## src/rtl/seq_mult_param.sv

```systemverilog
// Sequential add-shift multiplier with WIDTH-bit operands and a 2*WIDTH-bit product.
// Signed or unsigned operation is selected at run time and latched when an operation starts.
// Start/Busy/Done handshake: one multiplication per Start press, and the result is held until the next start.
module seq_mult_param #(
  parameter int WIDTH = 8
) (
  input  logic                 Clk,
  input  logic                 Reset,
  input  logic                 Start,
  input  logic                 Signed_Mode,
  input  logic [WIDTH-1:0]     Multiplicand,
  input  logic [WIDTH-1:0]     Multiplier,
  output logic                 Busy,
  output logic                 Done,
  output logic                 X,
  output logic [2*WIDTH-1:0]   Product
);

  localparam int CNT_W = $clog2(WIDTH) + 1;
  localparam logic [CNT_W-1:0] CNT_LAST = CNT_W'(WIDTH - 1);

  localparam logic [1:0] S_IDLE  = 2'd0;
  localparam logic [1:0] S_ADD   = 2'd1;
  localparam logic [1:0] S_SHIFT = 2'd2;
  localparam logic [1:0] S_HOLD  = 2'd3;

  logic [1:0]       state;
  logic [WIDTH-1:0] a;
  logic [WIDTH-1:0] b;
  logic [WIDTH-1:0] m;
  logic             x;
  logic             mode;
  logic [CNT_W-1:0] cnt;
  logic [WIDTH:0]   sum;
  logic             sub;

  // Extend both operands to WIDTH+1 bits. Sign extension is used in signed mode and zero
  // extension otherwise. Bit WIDTH of the result is the true sign (signed) or the carry
  // (unsigned), and it lands in X.
  function automatic logic [WIDTH:0] add_sub(input logic [WIDTH-1:0] acc,
                                             input logic [WIDTH-1:0] mc,
                                             input logic             sgn,
                                             input logic             do_sub);
    logic signed [WIDTH:0] ea;
    logic signed [WIDTH:0] em;
    ea = $signed({sgn & acc[WIDTH-1], acc});
    em = $signed({sgn & mc[WIDTH-1], mc});
    return do_sub ? logic'(1'b0) ? '0 : $unsigned(ea - em) : $unsigned(ea + em);
  endfunction

  // The multiplier MSB has negative weight in two's complement, so that last partial product is subtracted.
  assign sub = mode && (cnt == CNT_LAST);
  assign sum = add_sub(a, m, mode, sub);

  // FSM and datapath registers; reset clears everything and aborts any operation in flight.
  always_ff @(posedge Clk) begin
    if (Reset) begin
      state <= S_IDLE;
      a     <= '0;
      b     <= '0;
      m     <= '0;
      x     <= 1'b0;
      mode  <= 1'b0;
      cnt   <= '0;
    end else begin
      case (state)
        S_IDLE: begin
          if (Start) begin
            a     <= '0;
            x     <= 1'b0;
            b     <= Multiplier;
            m     <= Multiplicand;
            mode  <= Signed_Mode;
            cnt   <= '0;
            state <= S_ADD;
          end
        end
        S_ADD: begin
          if (b[0]) begin
            {x, a} <= sum;
          end
          state <= S_SHIFT;
        end
        S_SHIFT: begin
          // Signed: arithmetic shift, so X keeps the sign. Unsigned: the carry in X shifts into A and X clears.
          a   <= {x, a[WIDTH-1:1]};
          b   <= {a[0], b[WIDTH-1:1]};
          if (!mode) begin
            x <= 1'b0;
          end
          cnt <= cnt + CNT_W'(1);
          state <= (cnt == CNT_LAST) ? S_HOLD : S_ADD;
        end
        S_HOLD: begin
          // Wait for Start to be released so that one press yields exactly one operation.
          if (!Start) begin
            state <= S_IDLE;
          end
        end
        default: state <= S_IDLE;
      endcase
    end
  end

  assign Busy    = (state == S_ADD) || (state == S_SHIFT);
  assign Done    = (state == S_HOLD);
  assign X       = x;
  assign Product = {a, b};

endmodule

```

## config.mk

```make
export PLATFORM = sky130hd
export DESIGN_NAME = seq_mult_param
export DESIGN_NICKNAME = d
export VERILOG_FILES = /design/src/rtl/seq_mult_param.sv
export SDC_FILE = /design/constraint.sdc
export NUM_CORES = 1
export LEC_CHECK = 0
export CORE_MARGIN = 5
export CORE_UTILIZATION = 45
export CTS_CLUSTER_SIZE = 40
export DETAILED_ROUTE_END_ITERATION = 7
export DONT_BUFFER_PORTS = 1
export PLACE_DENSITY = 0.59
export RECOVER_POWER = 50
export SLEW_MARGIN = 15
export SYNTH_ARGS = -nofsm -noshare
export SYNTH_HDL_FRONTEND = slang
export SYNTH_SLANG_ARGS = --single-unit
```

## constraint.sdc

```tcl
create_clock -name Clk -period 5.44 [get_ports Clk]
set_input_delay 0.272 -clock Clk [delete_from_list [all_inputs] [get_ports Clk]]
set_output_delay 0.272 -clock Clk [all_outputs]
set_load 0.02 [all_outputs]
```

==> impl_results.md <==
* Htree depth at 2
* Top FF cell, synth: dfxtp_1
* Async SR Flop Fraction at 0
* Post-CTS Resized at 0
* Tcrit/Tclk final at 0.513
* Setup Crit Path Kind: flip-flop to flip-flop
* Final clock skew at 0.00834 ns
* Syn Nets at 286
* Cell area power density at 405 nW/um^2
* Rel. slew slack at 0.350
* Worst-Margin Slew at 0.972 ns
* Crit path arrival time at 2.98 ns
* Reg2Reg Depth at 10
* Layout net count at 281
* Simple-gate portion of the synthesized area at 0.207
* R2r startpoint: cnt[0]
* Top delay family on crit path: compound AO/OA/AOI/OAI gates
* Yosys Warn Count at 0
* # diodes at 0
* DR pass1 iterations at 4
* Setup-failing EPs final at 0
* Maximum fanout along the worst path at 7
* Initial Utilization at 0.462
* Gpl congestion at 0.882
* # fillers at 446
* Initial antenna violation count at 0
* Drc violations at 0
* Largest family of logic cells by synthesized area: compound AO/OA/AOI/OAI gates
* Worst setup path startpoint: cnt[0]
* WP buf/inv at 0
* Register area share after synthesis at 0.321
* Fin. Hold Viols at 0
* Synth cell count leaders: dfxtp_1, nand2_1, a21oi_1
* Syn Inst Count at 251
* First-pass GRT wire length at 7590 um
* Slowest CP cell: dfxtp_1
* Global Route Usage Sum at 0.156
* Synth area leader: dfxtp_1
* Core area at 4320 sq um
* Ports at 39
* Worst-path cell chain: ha_1, and3b_1, and2_1, mux2i_1, ha_1, nor2b_1, o21ai_0, a211oi_1, o21a_1, o32ai_1
* Slew Viols, Final at 0
* DP Area at 2020 sq um
* Critical path depth at 10
* Adder-Cell Fraction of Synth Area at 0.0977
* Fmax at 358 MHz
* R2r setup slk at 2.65 ns
* Post-synth EDFFs at 0
* Chip width at 76.6 um
* LEAKAGE at 0.787 nW
* Post-Syn Area at 2000 sq um
* CP dominant cell by count: ha_1
* Avg Inst Size Synth at 7.96 sq um
* Setup TNS at 0 ns
* Vias per inst at 5.52
* # port buffers at 0
* Die H at 76.6 um
* Aggregate global routing overflow at 0
* Pin count of the biggest net entering global routing at 36
* # Max-Cap Violations at 0
* Synth top area cells: dfxtp_1, ha_1, a21oi_1
* Fin crit period at 2.79 ns
* Clock latency on the worst-skew pair at 0.28 ns
* R2R Path End: a[7]
* Postcts setup bufs at 0
* Critical Path Sink: a[7]
* Routed length per instance at 14.6 um
* DRT Wirelength at 4380 um
* Num Clock Sinks at 32
* Max VDD drop at 0.323 mV
* Final HPWL DP at 3290 um
* Detailed Route Iter0 Violations at 93
* Startpoint Class: flip-flop
* Via count at 1651
* Share of the synthesized area in the top cell type at 0.321
* Max stage delay on crit path at 0.37 ns
* Num CTS Buffers at 5
* Area growth syn-to-layout at 7.27%
* Clock Tree Root: clkbuf_8
* #FFs+latches synth at 32
* RSZ-0062 raised after global routing: false
* Outcome: finished, final reports clean
* Number of global-route vias before repair at 1570
* DRT antenna net count at 0
* Post-synthesis xor/xnor area fraction at 0.0482
* Post-synth cell types at 41
* Multiplexer area fraction after synthesis at 0.0501
* CTS Buffer Depth at 2
* Die footprint at 5870 sq um
* Hold Buf Count CTS at 0
* # rows at 24
* Design Area, Final at 2140 sq um
* Path type of the worst min-delay path: input pin to flip-flop
* Clk slew on worst S/H paths at 0.07 ns
* Fraction of layout cells with a size suffix above 1 at 0.0486
* Compound-Gate Fraction of Synth Area at 0.228
* Req. time, crit path at 5.63 ns
* Endpoint type of the worst setup path: flip-flop
* CTS tree: built
power by group:
group          total (mW)  switching, mW  internal, mW
combinational       0.298          0.178         0.120
clock               0.250         0.0879         0.162
sequential          0.320         0.0559         0.264
total               0.868          0.322         0.546
cells in the final DEF (no fill, tap or decap), types with 2 or more instances in the layout:
cell type / n
nor2b_1: 2
xor2_1: 2
clkbuf_8: 7
a31oi_1: 2
a21oi_1: 28
a22oi_1: 3
xnor2_1: 9
o32ai_1: 2
nand3b_1: 4
dfxtp_1: 32
o21a_1: 3
nand3_1: 9
mux2i_1: 10
nand2_1: 32
inv_1: 11
nor3_1: 7
nand2b_1: 4
ha_1: 14
o22ai_1: 2
a211oi_1: 10
nor2_1: 24
o21ai_0: 10
sequential cells by signal, indices dropped and copies added (netlist names):
name and cells:
a 8, b 8, m 8, cnt 4, state 2, X 1
mode 1
area by class of cell:
cell class	count	area (sq um)	area share
inverters	11	41.3	0.0193
clock buffers	7	96.3	0.0450
clock inverters	1	30.0	0.0140
multi-input cells	195	1260	0.589
flip-flops and latches	32	641	0.299
repair buffers	1	7.51	0.00350
well taps	52	65.1	0.0304
stage by stage:
stage          worst slack [ns]  hold slack, ns  utilization  total power [mW]  instances
6_report                   2.65          0.0501        0.495             0.868        299
5_1_grt                    2.37          0.0353        0.495             0.934        299
4_1_cts                    2.67          0.0421        0.495             0.876        299
3_5_place_dp               2.69           0.348        0.466             0.622        291
3_3_place_gp               2.74           0.345        0.466             0.623        291
2_1_floorplan              2.86           0.408            -             0.571        251
how the worst min path moves through the flow:
stage	startpoint	endpoint	slack [ns]	cells past startpoint
after floorplan	Multiplicand[5]	m[5]	0.41	2
final	Reset	a[0]	0.05	1
after CTS	Reset	a[1]	0.04	1
after detailed placement	Reset	a[0]	0.35	1
after global placement	Reset	a[1]	0.34	1
after global routing	Reset	b[1]	0.04	1
logic make-up (layout without fill, tap and decap cells):
kind of cell / after synthesis / count (layout)
muxes: 10 / 10
adders and majority gates: 15 / 15
buffers and inverters: 24 / 20
AOI/OAI and AO/OA: 70 / 70
DFF: 32 / 32
xor gates and xnor gates: 11 / 11
and+or+nand+nor: 89 / 89
metal layers:
| layer | vias to the layer above | part of all wire | GRT usage |
|---|---|---|---|
| li1 | 875 | - | - |
| met1 | 737 | 0.49 | 0.212 |
| met2 | 37 | 0.45 | 0.238 |
| met3 | 2 | 0.053 | 0.0449 |
| met4 | 0 | 0.0062 | 0.0472 |
| met5 | - | 0 | 0 |
Note: power is estimated with default switching activity, not from simulation.
